`src/rtl/ram_arbiter_if.sv`:
```
// ram_arbiter_if: request/response and RAM-side bus of the two-client RAM arbiter.
// Revision: 1.0
`default_nettype none

interface ram_arbiter_if #(
    parameter int N = 4,
    parameter int M = 8
);
    logic [1:0]     req_valid;
    logic [1:0]     req_ready;
    logic [1:0]     req_wr;
    logic [2*N-1:0] req_addr;
    logic [2*M-1:0] req_din;
    logic [1:0]     rsp_valid;
    logic [M-1:0]   rsp_dout;
    logic           init_done;
    logic           ram_wr;
    logic [N-1:0]   ram_addr;
    logic [M-1:0]   ram_din;
    logic [M-1:0]   ram_dout;

    modport slave (
        input  req_valid, req_wr, req_addr, req_din, ram_dout,
        output req_ready, rsp_valid, rsp_dout, init_done, ram_wr, ram_addr, ram_din
    );

    modport master (
        output req_valid, req_wr, req_addr, req_din, ram_dout,
        input  req_ready, rsp_valid, rsp_dout, init_done, ram_wr, ram_addr, ram_din
    );
endinterface

`default_nettype wire

```
`src/rtl/ram_arbiter.sv`:
```
// ram_arbiter: clears a single-port RAM after reset, then round-robins two clients onto it.
// Revision: 1.0
`default_nettype none

module ram_arbiter #(
    parameter int N = 4,
    parameter int M = 8
) (
    input  wire logic    clk,
    input  wire logic    rst_n,
    ram_arbiter_if.slave bus
);
    typedef enum logic [0:0] {S_INIT = 1'b0, S_RUN = 1'b1} state_t;

    localparam logic [N:0] c_one = {{N{1'b0}}, 1'b1};

    state_t       r_state, w_state_nxt;
    logic [N:0]   r_cnt, w_cnt_nxt;
    logic         r_ram_wr, w_ram_wr_nxt;
    logic [N-1:0] r_ram_addr, w_ram_addr_nxt;
    logic [M-1:0] r_ram_din, w_ram_din_nxt;
    logic [1:0]   r_rsp_valid, w_rsp_valid_nxt;
    logic         r_init_done, w_init_done_nxt;
    logic         r_last_grant, w_last_grant_nxt;
    logic         r_rd_pend, w_rd_pend_nxt;
    logic         r_rd_id, w_rd_id_nxt;
    logic [1:0]   w_ready;
    logic         w_sel;
    logic         w_sel_wr;
    logic [N-1:0] w_sel_addr;
    logic [M-1:0] w_sel_din;

    // Requester selected by the current grant; only meaningful when w_ready != 0
    assign w_sel      = w_ready[1];
    assign w_sel_wr   = w_sel ? bus.req_wr[1] : bus.req_wr[0];
    assign w_sel_addr = w_sel ? bus.req_addr[2*N-1:N] : bus.req_addr[N-1:0];
    assign w_sel_din  = w_sel ? bus.req_din[2*M-1:M] : bus.req_din[M-1:0];

    always_comb begin
        w_state_nxt      = r_state;
        w_cnt_nxt        = r_cnt;
        w_ram_wr_nxt     = 1'b0;
        w_ram_addr_nxt   = r_ram_addr;
        w_ram_din_nxt    = r_ram_din;
        w_init_done_nxt  = r_init_done;
        w_last_grant_nxt = r_last_grant;
        w_rd_pend_nxt    = 1'b0;
        w_rd_id_nxt      = r_rd_id;
        w_ready          = 2'b00;
        w_rsp_valid_nxt  = 2'b00;
        if (r_rd_pend) begin
            w_rsp_valid_nxt[r_rd_id] = 1'b1;
        end

        case (r_state)
            S_INIT: begin
                // Top bit of cnt marks that the last address has been presented
                if (r_cnt[N]) begin
                    w_state_nxt     = S_RUN;
                    w_init_done_nxt = 1'b1;
                end else begin
                    w_ram_wr_nxt   = 1'b1;
                    w_ram_addr_nxt = r_cnt[N-1:0];
                    w_ram_din_nxt  = '0;
                    w_cnt_nxt      = r_cnt + c_one;
                end
            end
            S_RUN: begin
                case (bus.req_valid)
                    2'b01:   w_ready = 2'b01;
                    2'b10:   w_ready = 2'b10;
                    2'b11:   w_ready = r_last_grant ? 2'b01 : 2'b10;
                    default: w_ready = 2'b00;
                endcase
                if (w_ready != 2'b00) begin
                    w_ram_wr_nxt     = w_sel_wr;
                    w_ram_addr_nxt   = w_sel_addr;
                    w_ram_din_nxt    = w_sel_wr ? w_sel_din : '0;
                    w_last_grant_nxt = w_sel;
                    w_rd_pend_nxt    = ~w_sel_wr;
                    w_rd_id_nxt      = w_sel;
                end
            end
            default: w_state_nxt = S_INIT;
        endcase
    end

    always_ff @(posedge clk or negedge rst_n) begin
        if (!rst_n) begin
            r_state      <= S_INIT;
            r_cnt        <= '0;
            r_ram_wr     <= 1'b0;
            r_ram_addr   <= '0;
            r_ram_din    <= '0;
            r_rsp_valid  <= 2'b00;
            r_init_done  <= 1'b0;
            r_last_grant <= 1'b1;
            r_rd_pend    <= 1'b0;
            r_rd_id      <= 1'b0;
        end else begin
            r_state      <= w_state_nxt;
            r_cnt        <= w_cnt_nxt;
            r_ram_wr     <= w_ram_wr_nxt;
            r_ram_addr   <= w_ram_addr_nxt;
            r_ram_din    <= w_ram_din_nxt;
            r_rsp_valid  <= w_rsp_valid_nxt;
            r_init_done  <= w_init_done_nxt;
            r_last_grant <= w_last_grant_nxt;
            r_rd_pend    <= w_rd_pend_nxt;
            r_rd_id      <= w_rd_id_nxt;
        end
    end

    assign bus.req_ready = w_ready;
    assign bus.rsp_valid = r_rsp_valid;
    assign bus.rsp_dout  = bus.ram_dout;
    assign bus.init_done = r_init_done;
    assign bus.ram_wr    = r_ram_wr;
    assign bus.ram_addr  = r_ram_addr;
    assign bus.ram_din   = r_ram_din;
endmodule

`default_nettype wire
```
`src/flat_wrapper.sv`:
```
// flat-port wrapper written by rule: the top's interface ports become plain ports
module ram_arbiter_flat 
#(
    parameter int N = 4,
    parameter int M = 8
)
  (clk, rst_n, bus_req_valid, bus_req_wr, bus_req_addr, bus_req_din, bus_ram_dout, bus_req_ready, bus_rsp_valid, bus_rsp_dout, bus_init_done, bus_ram_wr, bus_ram_addr, bus_ram_din);
  ram_arbiter_if #(.N(N), .M(M)) bus_i ();
  input  wire logic clk;
  input  wire logic rst_n;
  input wire logic [$bits(bus_i.req_valid)-1:0] bus_req_valid;
  input wire logic [$bits(bus_i.req_wr)-1:0] bus_req_wr;
  input wire logic [$bits(bus_i.req_addr)-1:0] bus_req_addr;
  input wire logic [$bits(bus_i.req_din)-1:0] bus_req_din;
  input wire logic [$bits(bus_i.ram_dout)-1:0] bus_ram_dout;
  output wire logic [$bits(bus_i.req_ready)-1:0] bus_req_ready;
  output wire logic [$bits(bus_i.rsp_valid)-1:0] bus_rsp_valid;
  output wire logic [$bits(bus_i.rsp_dout)-1:0] bus_rsp_dout;
  output wire logic [$bits(bus_i.init_done)-1:0] bus_init_done;
  output wire logic [$bits(bus_i.ram_wr)-1:0] bus_ram_wr;
  output wire logic [$bits(bus_i.ram_addr)-1:0] bus_ram_addr;
  output wire logic [$bits(bus_i.ram_din)-1:0] bus_ram_din;
  assign bus_i.req_valid = bus_req_valid;
  assign bus_i.req_wr = bus_req_wr;
  assign bus_i.req_addr = bus_req_addr;
  assign bus_i.req_din = bus_req_din;
  assign bus_i.ram_dout = bus_ram_dout;
  assign bus_req_ready = bus_i.req_ready;
  assign bus_rsp_valid = bus_i.rsp_valid;
  assign bus_rsp_dout = bus_i.rsp_dout;
  assign bus_init_done = bus_i.init_done;
  assign bus_ram_wr = bus_i.ram_wr;
  assign bus_ram_addr = bus_i.ram_addr;
  assign bus_ram_din = bus_i.ram_din;
  ram_arbiter #(.N(N), .M(M)) u_core (.clk(clk), .rst_n(rst_n), .bus(bus_i));
endmodule
```
`config.mk`:
```
export PLATFORM = sky130hd
export DESIGN_NAME = ram_arbiter_flat
export DESIGN_NICKNAME = d
export VERILOG_FILES = /design/src/rtl/ram_arbiter_if.sv /design/src/rtl/ram_arbiter.sv /design/src/flat_wrapper.sv
export SDC_FILE = /design/constraint.sdc
export NUM_CORES = 1
export LEC_CHECK = 0
export CAP_MARGIN = 20
export CELL_PAD_IN_SITES_DETAIL_PLACEMENT = 1
export CELL_PAD_IN_SITES_GLOBAL_PLACEMENT = 2
export CORE_UTILIZATION = 22
export CTS_CLUSTER_SIZE = 28
export DETAILED_ROUTE_END_ITERATION = 16
export PLACE_DENSITY_LB_ADDON = 0.1
export SYNTH_ARGS = -nofsm -noshare
export SYNTH_HDL_FRONTEND = slang
export SYNTH_SLANG_ARGS = --single-unit
```
`constraint.sdc`:
```
create_clock -name clk -period 1.4 [get_ports clk]
set_input_delay 0.42 -clock clk [delete_from_list [all_inputs] [get_ports clk]]
set_output_delay 0.42 -clock clk [all_outputs]
set_load 0.05 [all_outputs]
```
==> impl_metrics.json <==
{
  "clock_skew_ps": 4.35,
  "place_area_sq_um": 1970,
  "reg2reg_depth": 5,
  "tightest_slew_ps": 245,
  "antennaDiodeCount": 0,
  "cts_buffers": 3,
  "min-delay-path-class": "reg2reg",
  "startpoint_type": "flip-flop",
  "grt_pass1_wl_microns": 5050,
  "drt-total-wl_microns": 3220,
  "htree_levels": 1,
  "start_util_pct": 23.0,
  "vias": 1005,
  "drive_above_1_share_pct": 35.6,
  "cp_num_buf_inv": 2,
  "final_area_sq_um": 2110,
  "pre_cts_slack_ps": -494,
  "drc": 0,
  "violations": "negative setup slack",
  "gr-total-overflow": 0,
  "clock-sinks": 25,
  "required_ps": 980,
  "seqCellArea_sq_um": 627,
  "max_freq_mhz": 605,
  "cts_buffer_depth": 2,
  "synth_seq_area_share_pct": 52.6,
  "fin_crit_sh_pct": 118,
  "path_depth": 4,
  "gp_congestion": 0.708,
  "cts.clk_slew.worst_paths_ps": 80,
  "max_stage_delay_ps": 580,
  "hold_viol": 0,
  "wl_per_cell_microns": 13.8,
  "synth_nets": 148,
  "ctsHoldBuffers": 0,
  "cp.arrival_ps": 1230,
  "setup_tns_ps": -444,
  "maxSlewHeadroom_pct": 83.7,
  "slew_viol_final": 0,
  "coreArea_sq_um": 5170,
  "crit_chain": "a21boi_4 > nand2_4 > clkinvlp_4 > buf_12",
  "yosysWarnings": 0,
  "cts_tree": "yes",
  "viasPerCell": 4.31,
  "core.rowCount": 26,
  "track_usage_pct": 12.5,
  "setup_slack_ps": -252,
  "period_minus_slack_ps": 1650,
  "drt-pass1-iter-count": 4,
  "die_w_microns": 75.6,
  "hpwlAfterDp_microns": 2420,
  "fillCellCount": 556,
  "clock_latency_ps": 270,
  "leakage_uw": 0.000928,
  "cts_root_buffer": "clkbuf_8",
  "multi_input_area_sq_um": 563,
  "cp_max_fo": 3,
  "syn_area_sq_um": 1190,
  "status": "complete, but fails checks",
  "antenna_found_initial": 0,
  "rsz0062_at_grt": "yes",
  "endpoint_kind": "output pin",
  "drv_cap": 0,
  "path_delay_family": "flip-flops",
  "syn2layout_area_growth_pct": 77.3,
  "r2r_setup_slack_ps": 40,
  "critPathKind": "reg2out",
  "p_per_area_nw_per_um2": 950,
  "fin_nets": 203,
  "port_buffers": 47,
  "crit_slowest_cell": "dfstp_2",
  "fp.dieArea_sq_um": 5710,
  "setup_violations": 2,
  "hold_depth": 1,
  "synth_cell_types": 34,
  "first_global_vias": 1072,
  "ir_drop_mv": 0.358,
  "post-route-util_pct": 40.8,
  "grt_max_degree": 26,
  "antenna_left": 0,
  "fp.dieH_microns": 75.6,
  "syn_inst": 109,
  "boundaryPins": 64,
  "avgSynthCellArea_sq_um": 10.9,
  "first_iter_violations": 42,
  "synth_seq_cells": 25
}
==> state kept, by name, indices dropped and copies added, names as in the netlist <==
signal,count
u_core.bus.rsp_valid,2
u_core.r_rd_pend,1
u_core.bus.init_done,1
u_core.bus.ram_addr,4
u_core.r_cnt,5
u_core.bus.ram_wr,1
u_core.r_state,1
u_core.bus.ram_din,8
u_core.r_rd_id,1
u_core.r_last_grant,1
==> what timing repair did <==
action | in CTS | in global routing
pin swaps | 0 | 5
gates resized for setup | 7 | 11
gates cloned | 1 | 0
setup buffers | 2 | 0
endpoints found under the setup margin | 16 | 12
==> Yosys cell counts (all sizes together) <==
master	n	share of area (%)
nand4	1	0.53
a21o	2	1.3
a41o	1	0.84
o32ai	1	0.74
nand2	15	5.4
inv	3	0.95
ha	1	1.1
a21boi	1	0.95
dfrtp	24	50
nor3b	1	0.63
o22ai	6	3.2
xnor2	2	1.5
nor2b	3	1.8
nor2	4	1.5
o21a	1	0.74
mux2	1	0.95
nand2b	1	1.2
dfstp	1	2.2
nand3	1	0.42
o21ai	8	3.4
a211oi	1	1.1
xor2	1	0.74
a21oi	5	2.1
buf	11	6.8
a21bo	1	0.84
and2	2	1.1
or2	1	0.53
a22o	1	0.74
mux2i	8	6.7
==> worst reg2reg max path: cells and delay by family, from the launching register on <==
kind / cells / cell delay (ps)
AOI/OAI and AO/OA: 2 / 150
buffers and inverters: 1 / 200
DFF: 1 / 580
muxes: 1 / 240
and+or+nand+nor: 1 / 80
==> where the power goes <==
part           internal (uW)  switching (uW)
clock                    203             227
combinational            385             347
sequential               782            61.9
total                   1370             636
==> cell usage in the layout, fill, tap and decap left out, drive strengths merged <==
cell	count
buf	31
clkdlybuf4s50	27
dfrtp	24
nand2	15
mux2i	8
o21ai	8
o22ai	6
a21oi	5
clkbuf	4
nor2	4
nor2b	3
inv	2
o21a	2
and2	2
xnor2	2
dlygate4sd2	2
a21o	2
a21boi	1
clkinvlp	1
nand2b	1
nand3	1
a21bo	1
or2	1
a22o	1
o32ai	1
a211oi	1
nor3b	1
xor2	1
nand4	1
a41o	1
mux2	1
ha	1
dfstp	1
==> cell families (layout without fill, tap and decap cells) <==
logic type | count (synthesis) | in the layout | share of synthesized area (%)
flip-flops | 25 | 25 | 52.6
AND/OR/NAND/NOR | 29 | 29 | 12.9
adder cells (fa/ha/maj) | 1 | 1 | 1.05
AO/OA/AOI/OAI | 28 | 29 | 15.8
multiplexers | 9 | 9 | 7.67
buffers and inverters | 14 | 67 | 7.77
XOR/XNOR | 3 | 3 | 2.21
==> layout make-up <==
type | instances | share of cell area [%]
clock buffer | 4 | 2.13
inverter | 3 | 0.711
multi-input combinational | 71 | 26.7
sequential | 25 | 29.7
tap | 70 | 4.15
timing repair buffer | 60 | 36.7
==> layer usage <==
| layer | routed length, microns | global-route usage, % |
|---|---|---|
| met1 | 1460 | 16.7 |
| met2 | 1520 | 19.8 |
| met3 | 225 | 2.91 |
| met4 | 22 | 4.32 |
| met5 | 0 | 0 |
==> path summary, 6_finish.rpt <==
path,start,endpoint
setup / recovery,u_core.r_last_grant,bus_req_ready[1]
hold / removal,u_core.r_rd_id,u_core.bus.rsp_valid[0]
setup reg to reg,u_core.r_last_grant,u_core.bus.ram_din[4]
hold reg to reg,u_core.r_rd_id,u_core.bus.rsp_valid[0]
max in group asynchronous,rst_n,u_core.r_last_grant
min in group asynchronous,rst_n,u_core.bus.ram_addr[2]
==> metrics by stage <==
stage | total power [uW] | cells | hold slack, ps
after floorplan | 1200 | 109 | 124
after global placement | 1550 | 227 | 438
after detailed placement | 1560 | 227 | 443
after CTS | 2020 | 234 | 455
after global routing | 2110 | 233 | 476
final | 2010 | 233 | 448
No activity file was read; power rests on OpenSTA's default activity.
